==> src/rtl/uart_stim_tx.sv <==
// UART serial stimulus source: byte FIFO feeding a frame serialiser with
// configurable data bits, parity, stop bits, inter-frame gap and bit-time gating.
module uart_stim_tx #(
  parameter int unsigned CLK_HZ     = 100_000_000,
  parameter int unsigned BAUD       = 115200,
  parameter int unsigned DATA_BITS  = 8,
  parameter int unsigned PARITY     = 0,
  parameter int unsigned STOP_BITS  = 1,
  parameter int unsigned FIFO_DEPTH = 16,
  parameter int unsigned GAP_BITS   = 0
) (
  input  logic                          clk_i,
  input  logic                          rst_i,
  input  logic                          en_i,
  input  logic                          push_valid_i,
  input  logic [7:0]                    push_data_i,
  output logic                          push_ready_o,
  output logic                          tx_o,
  output logic                          busy_o,
  output logic                          byte_done_o,
  output logic [$clog2(FIFO_DEPTH):0]   fifo_count_o
);

  localparam int unsigned BAUD_DIV = CLK_HZ / BAUD;
  localparam int unsigned CNT_W    = (BAUD_DIV > 2) ? $clog2(BAUD_DIV) : 1;
  localparam int unsigned PTR_W    = $clog2(FIFO_DEPTH);
  localparam int unsigned OCC_W    = PTR_W + 1;
  localparam int unsigned MAX_BITS = (GAP_BITS > 8) ? GAP_BITS : 8;
  localparam int unsigned BIT_W    = $clog2(MAX_BITS + 1);

  localparam logic [CNT_W-1:0] CNT_LAST  = CNT_W'(BAUD_DIV - 1);
  localparam logic [OCC_W-1:0] OCC_FULL  = OCC_W'(FIFO_DEPTH);
  localparam logic [BIT_W-1:0] LAST_DATA = BIT_W'(DATA_BITS - 1);
  localparam logic [BIT_W-1:0] LAST_STOP = BIT_W'(STOP_BITS - 1);
  localparam logic [BIT_W-1:0] LAST_GAP  = (GAP_BITS == 0) ? '0 : BIT_W'(GAP_BITS - 1);
  localparam logic [7:0]       DATA_MASK = 8'((1 << DATA_BITS) - 1);

  typedef enum logic [2:0] {
    S_IDLE,
    S_START,
    S_DATA,
    S_PARITY,
    S_STOP,
    S_GAP
  } state_t;

  state_t             state_q, state_d;
  logic [CNT_W-1:0]   cnt_q, cnt_d;
  logic [BIT_W-1:0]   bit_q, bit_d;
  logic [7:0]         shift_q, shift_d;
  logic               par_q, par_d;
  logic               tx_q, tx_d;
  logic [PTR_W-1:0]   wr_ptr_q, wr_ptr_d;
  logic [PTR_W-1:0]   rd_ptr_q, rd_ptr_d;
  logic [OCC_W-1:0]   count_q, count_d;
  logic [7:0]         mem_q [FIFO_DEPTH];

  logic               push_en;
  logic               pop;
  logic               bit_end;
  logic               frame_done;
  logic [7:0]         head_masked;

  always_comb begin
    state_d     = state_q;
    cnt_d       = cnt_q;
    bit_d       = bit_q;
    shift_d     = shift_q;
    par_d       = par_q;
    pop         = 1'b0;
    frame_done  = 1'b0;
    push_en     = push_valid_i && (count_q < OCC_FULL);
    bit_end     = en_i && (cnt_q == CNT_LAST);
    head_masked = mem_q[rd_ptr_q] & DATA_MASK;

    if (en_i && (state_q != S_IDLE)) begin
      cnt_d = bit_end ? '0 : cnt_q + CNT_W'(1);
    end

    case (state_q)
      S_IDLE: begin
        if (en_i && (count_q != '0)) pop = 1'b1;
      end
      S_START: begin
        if (bit_end) begin
          state_d = S_DATA;
          bit_d   = '0;
        end
      end
      S_DATA: begin
        if (bit_end) begin
          shift_d = shift_q >> 1;
          if (bit_q == LAST_DATA) begin
            bit_d   = '0;
            state_d = (PARITY != 0) ? S_PARITY : S_STOP;
          end else begin
            bit_d = bit_q + BIT_W'(1);
          end
        end
      end
      S_PARITY: begin
        if (bit_end) begin
          state_d = S_STOP;
          bit_d   = '0;
        end
      end
      S_STOP: begin
        if (bit_end) begin
          if (bit_q != LAST_STOP) begin
            bit_d = bit_q + BIT_W'(1);
          end else if (GAP_BITS != 0) begin
            state_d = S_GAP;
            bit_d   = '0;
          end else begin
            frame_done = 1'b1;
          end
        end
      end
      S_GAP: begin
        if (bit_end) begin
          if (bit_q == LAST_GAP) frame_done = 1'b1;
          else                   bit_d = bit_q + BIT_W'(1);
        end
      end
      default: state_d = S_IDLE;
    endcase

    // A finished frame chains straight into the next start bit when bytes wait.
    if (frame_done) begin
      state_d = S_IDLE;
      if (count_q != '0) pop = 1'b1;
    end

    if (pop) begin
      state_d = S_START;
      cnt_d   = '0;
      bit_d   = '0;
      shift_d = head_masked;
      par_d   = (^head_masked) ^ (PARITY == 2);
    end

    wr_ptr_d = push_en ? wr_ptr_q + PTR_W'(1) : wr_ptr_q;
    rd_ptr_d = pop ? rd_ptr_q + PTR_W'(1) : rd_ptr_q;
    count_d  = count_q;
    if (push_en && !pop)      count_d = count_q + OCC_W'(1);
    else if (!push_en && pop) count_d = count_q - OCC_W'(1);

    // Line level follows the next state so tx_o lines up with the state register.
    case (state_d)
      S_START:  tx_d = 1'b0;
      S_DATA:   tx_d = shift_d[0];
      S_PARITY: tx_d = par_d;
      default:  tx_d = 1'b1;
    endcase
  end

  always_ff @(posedge clk_i) begin
    if (rst_i) begin
      state_q  <= S_IDLE;
      cnt_q    <= '0;
      bit_q    <= '0;
      shift_q  <= '0;
      par_q    <= 1'b0;
      tx_q     <= 1'b1;
      wr_ptr_q <= '0;
      rd_ptr_q <= '0;
      count_q  <= '0;
    end else begin
      state_q  <= state_d;
      cnt_q    <= cnt_d;
      bit_q    <= bit_d;
      shift_q  <= shift_d;
      par_q    <= par_d;
      tx_q     <= tx_d;
      wr_ptr_q <= wr_ptr_d;
      rd_ptr_q <= rd_ptr_d;
      count_q  <= count_d;
    end
  end

  always_ff @(posedge clk_i) begin
    if (push_en) mem_q[wr_ptr_q] <= push_data_i;
  end

  assign push_ready_o = (count_q < OCC_FULL);
  assign tx_o         = tx_q;
  assign busy_o       = (state_q != S_IDLE);
  assign byte_done_o  = frame_done;
  assign fifo_count_o = count_q;

endmodule
==> config.mk <==
export PLATFORM = sky130hd
export DESIGN_NAME = uart_stim_tx
export DESIGN_NICKNAME = d
export VERILOG_FILES = /design/src/rtl/uart_stim_tx.sv
export SDC_FILE = /design/constraint.sdc
export NUM_CORES = 1
export LEC_CHECK = 0
export BUFFER_PORTS_ARGS = -buffer_cell sky130_fd_sc_hd__clkbuf_2
export CAP_MARGIN = 20
export CORE_UTILIZATION = 60
export DETAILED_ROUTE_END_ITERATION = 6
export GPL_TIMING_DRIVEN = 0
export MAX_ROUTING_LAYER = met4
export PLACE_DENSITY = 0.75
export SETUP_SLACK_MARGIN = 0.1
export SYNTH_ARGS = -nofsm -noshare
export SYNTH_HDL_FRONTEND = slang
export SYNTH_SLANG_ARGS = --single-unit
==> constraint.sdc <==
create_clock -name clk_i -period 8.49 [get_ports clk_i]
set_input_delay 1.698 -clock clk_i [delete_from_list [all_inputs] [get_ports clk_i]]
set_output_delay 1.698 -clock clk_i [all_outputs]
set_load 0.1 [all_outputs]
==> results.sh <==
export IMPL_status="finished clean"
export IMPL_p_seq_share_pct=40.7
export IMPL_worstPathRequired_ns=6.79
export IMPL_r2r_slack_ns=4.94
export IMPL_grt_max_degree=17
export IMPL_power_leakage_nw=2.71
export IMPL_rows=39
export IMPL_diodes=0
export IMPL_r2r_cells=15
export IMPL_cts_tree="built"
export IMPL_holdPathEnd="shift_q[4]$_SDFFE_PP0P_"
export IMPL_final_layout_size_suffix_gt1_share_pct=19.1
export IMPL_area_delta_synth_final_pct=11.8
export IMPL_finalInstanceArea_sq_mm=0.00794
export IMPL_viasPerCell=6.10
export IMPL_syn_avg_cell_area_sq_um=15.2
export IMPL_synth_fp_nets=492
export IMPL_fp_dieArea_sq_mm=0.0123
export IMPL_place_area_sq_mm=0.00738
export IMPL_nNetsFinal=530
export IMPL_die_width_um=111
export IMPL_ys_ff_latch=172
export IMPL_power_density_mw_per_mm2=309
export IMPL_hold_violations=0
export IMPL_ff_latch_area_sq_mm=0.00472
export IMPL_drt_wirelength_per_cell_um=20.8
export IMPL_critPathArrivalTime_ns=2.88
export IMPL_dr_pass1_iters=5
export IMPL_synth_distinct_cells=53
export IMPL_setup_viol=0
export IMPL_cts_sinks=172
export IMPL_skew_ns=0.0139
export IMPL_max_freq_ghz=0.219
export IMPL_num_fill_cells=765
export IMPL_ioPinCount=21
export IMPL_die_height_um=111
export IMPL_finalCritPeriodShare_pct=53.9
export IMPL_tightest_slew_ns=0.683
export IMPL_syn_inst=467
export IMPL_cts_buffers=17
export IMPL_maxCapViolations=0
export IMPL_path_class="in2out"
export IMPL_syn_area_sq_mm=0.00710
export IMPL_gp_congestion=0.843
export IMPL_hp_start="shift_q[4]$_SDFFE_PP0P_"
export IMPL_power_switching_mw=0.797
export IMPL_grt_pass1_vias=4084
export IMPL_wirelength_um=13700
export IMPL_ys_seq_area_share_pct=66.5
export IMPL_final_util_pct=69.2
export IMPL_drt_iter0_markers=265
export IMPL_rsz0062_at_grt="false"
export IMPL_r2r_end="fifo_count_o[4]$_SDFFE_PP0P_"
export IMPL_io_buffers=19
export IMPL_ys_warn_count=0
export IMPL_drtAntennaViolNets=0
export IMPL_swShare_pct=32.5
export IMPL_clock_root_buffer="clkbuf_16"
export IMPL_cts_clk_slew_worst_paths_ns=0.06
export IMPL_r2r_start="state_q[1]$_SDFF_PP0_"
export IMPL_cts_resized_gates=0
export IMPL_multi_input_area_sq_mm=0.00223
export IMPL_holdPathStages=2
export IMPL_crit_path_start_kind="input port"
export IMPL_vias=4034
export IMPL_clockPowerShare_pct=30.2
export IMPL_grt_total_usage_pct=25.0
export IMPL_combPwrFrac_pct=29.1
export IMPL_fin_crit_ns=4.57
export IMPL_grt_remaining_overflow=0
export IMPL_htree_levels=4
export IMPL_tns_ns=0
export IMPL_dp_hpwl_um=8960
export IMPL_peakVddDrop_mv=0.281
export IMPL_hold_buffers=0
export IMPL_core_area_sq_mm=0.0115
export IMPL_cts_buffer_depth=2
export IMPL_clkLatencyLatePin_ns=0.43
export IMPL_crit_fanout=6
export IMPL_floorplan_initialDensity_pct=61.9
export IMPL_drcViolationCount=0
export IMPL_cp_end_kind="output pin"
export IMPL_grt_first_pass_wirelength_um=21700
export IMPL_cts_setup_buffers=0
export IMPL_maxSlewHeadroom_pct=54.5
export IMPL_antenna_found_initial=0
export IMPL_slew_violations=0
export IMPL_internal_power_mw=1.65
export IMPL_hold_class="reg2reg"
cell usage after synthesis (all sizes together):
library cell | number | area (sq um)
edfxtp | 128 | 3840
nor2 | 47 | 193
dfxtp | 44 | 881
mux4 | 32 | 721
nand2 | 27 | 101
a22oi | 18 | 135
a21oi | 17 | 85.1
and2 | 17 | 106
buf | 15 | 82.6
xnor2 | 14 | 123
ha | 12 | 150
inv | 12 | 45.0
xor2 | 11 | 96.3
nand3 | 9 | 57.6
and3 | 6 | 37.5
clkbuf | 6 | 23.8
a311oi | 4 | 35.0
nand4 | 4 | 25.0
nor2b | 4 | 25.0
nor3 | 4 | 25.0
o21ai | 4 | 20.0
a21o | 3 | 22.5
or3 | 3 | 18.8
or4b | 3 | 33.8
a211oi | 2 | 15.0
a31oi | 2 | 12.5
mux2i | 2 | 20.0
nand2b | 2 | 15.0
nor3b | 2 | 15.0
a21boi | 1 | 7.51
a2bb2oi | 1 | 26.3
a41o | 1 | 10.0
and2b | 1 | 7.51
and3b | 1 | 8.76
and4b | 1 | 10.0
fa | 1 | 20.0
nand3b | 1 | 7.51
nor4 | 1 | 6.26
nor4b | 1 | 8.76
o31a | 1 | 8.76
o32a | 1 | 10.0
or2 | 1 | 6.26
metrics by stage:
| stage | hold WS, ns | instances | power, mW | worst slack [ns] |
|---|---|---|---|---|
| floorplan | 0.447 | 467 | 1.58 | 4.05 |
| global route | 0.496 | 661 | 2.55 | 3.87 |
| global placement | 0.457 | 629 | 1.71 | 3.96 |
| finish | 0.472 | 661 | 2.45 | 3.92 |
| CTS | 0.469 | 661 | 2.47 | 3.90 |
| detailed placement | 0.460 | 629 | 1.73 | 3.92 |
power groups by stage:
stage	clock, mW	sequential [mW]	combinational, mW
CTS	0.749	0.997	0.720
global route	0.778	1.00	0.772
floorplan	0	1.09	0.486
global placement	0	1.01	0.701
detailed placement	0	1.01	0.712
finish	0.740	0.997	0.713
layout make-up:
class                   count  share of cell area, %
flip-flops and latches    172                   59.5
multi-input cells         262                   28.0
clock buffers              19                   5.45
well taps                 143                   2.25
clock inverters            13                   1.65
plain buffers              21                   1.34
repair buffers             19                   1.20
inverters                  12                  0.567
cells in the final DEF (no fill, tap or decap), drive strengths merged, types with 2 or more instances in the layout:
| cell type | synthesis | routed |
|---|---|---|
| a31oi | 2 | 2 |
| buf | 15 | 15 |
| nand2b | 2 | 2 |
| inv | 12 | 19 |
| edfxtp | 128 | 128 |
| clkinvlp | 0 | 4 |
| ha | 12 | 12 |
| mux2i | 2 | 2 |
| nor3 | 4 | 4 |
| nor2 | 47 | 47 |
| nand3 | 9 | 9 |
| and2 | 17 | 17 |
| a22oi | 18 | 18 |
| or4b | 3 | 3 |
| and3 | 6 | 6 |
| dfxtp | 44 | 44 |
| or3 | 3 | 3 |
| xnor2 | 14 | 14 |
| o21ai | 4 | 4 |
| xor2 | 11 | 11 |
| a21o | 3 | 3 |
| nand4 | 4 | 4 |
| a311oi | 4 | 4 |
| nand2 | 27 | 27 |
| a21oi | 17 | 17 |
| nor3b | 2 | 2 |
| mux4 | 32 | 32 |
| clkbuf | 6 | 44 |
| a211oi | 2 | 2 |
| nor2b | 4 | 4 |
cell families after synthesis:
| group | count (synthesis) | synth area share, % |
|---|---|---|
| xor gates and xnor gates | 25 | 3.08 |
| and+or+nand+nor | 135 | 9.97 |
| muxes | 34 | 10.4 |
| adders and majority gates | 13 | 2.40 |
| DFF | 172 | 66.5 |
| buffers and inverters | 33 | 2.13 |
| AOI/OAI and AO/OA | 55 | 5.46 |
critical path, stage by stage:
cell,delay (ns)
clkbuf_2,0.12
and4b_1,0.25
nand3_4,0.15
nor2_8,0.16
clkbuf_2,0.49
worst max path at each step:
stage,from,endpoint,slack [ns]
final,en_i,byte_done_o,3.92
after global routing,en_i,byte_done_o,3.87
after CTS,en_i,byte_done_o,3.90
after detailed placement,en_i,fifo_count_o[4]$_SDFFE_PP0P_,3.92
after global placement,en_i,byte_done_o,3.96
after floorplan,en_i,fifo_count_o[4]$_SDFFE_PP0P_,4.05
state kept, by name, summed over array words and instances (netlist names), named ones only:
| signal | flops |
|---|---|
| cnt_q | 10 |
| tx_o | 1 |
| mem_q | 128 |
| rd_ptr_q | 4 |
| shift_q | 8 |
| state_q | 3 |
| fifo_count_o | 5 |
| bit_q | 4 |
| par_q | 1 |
| wr_ptr_q | 4 |
per-layer routing:
metal / vias up / wire length [um] / GRT usage [%]
li1: 1849 / - / -
met1: 2034 / 5410 / 29.6
met2: 126 / 7120 / 40.8
met3: 25 / 918 / 7.49
met4: 0 / 280 / 9.07
met5: - / 0 / -
No activity file was read; power rests on OpenSTA's default activity.
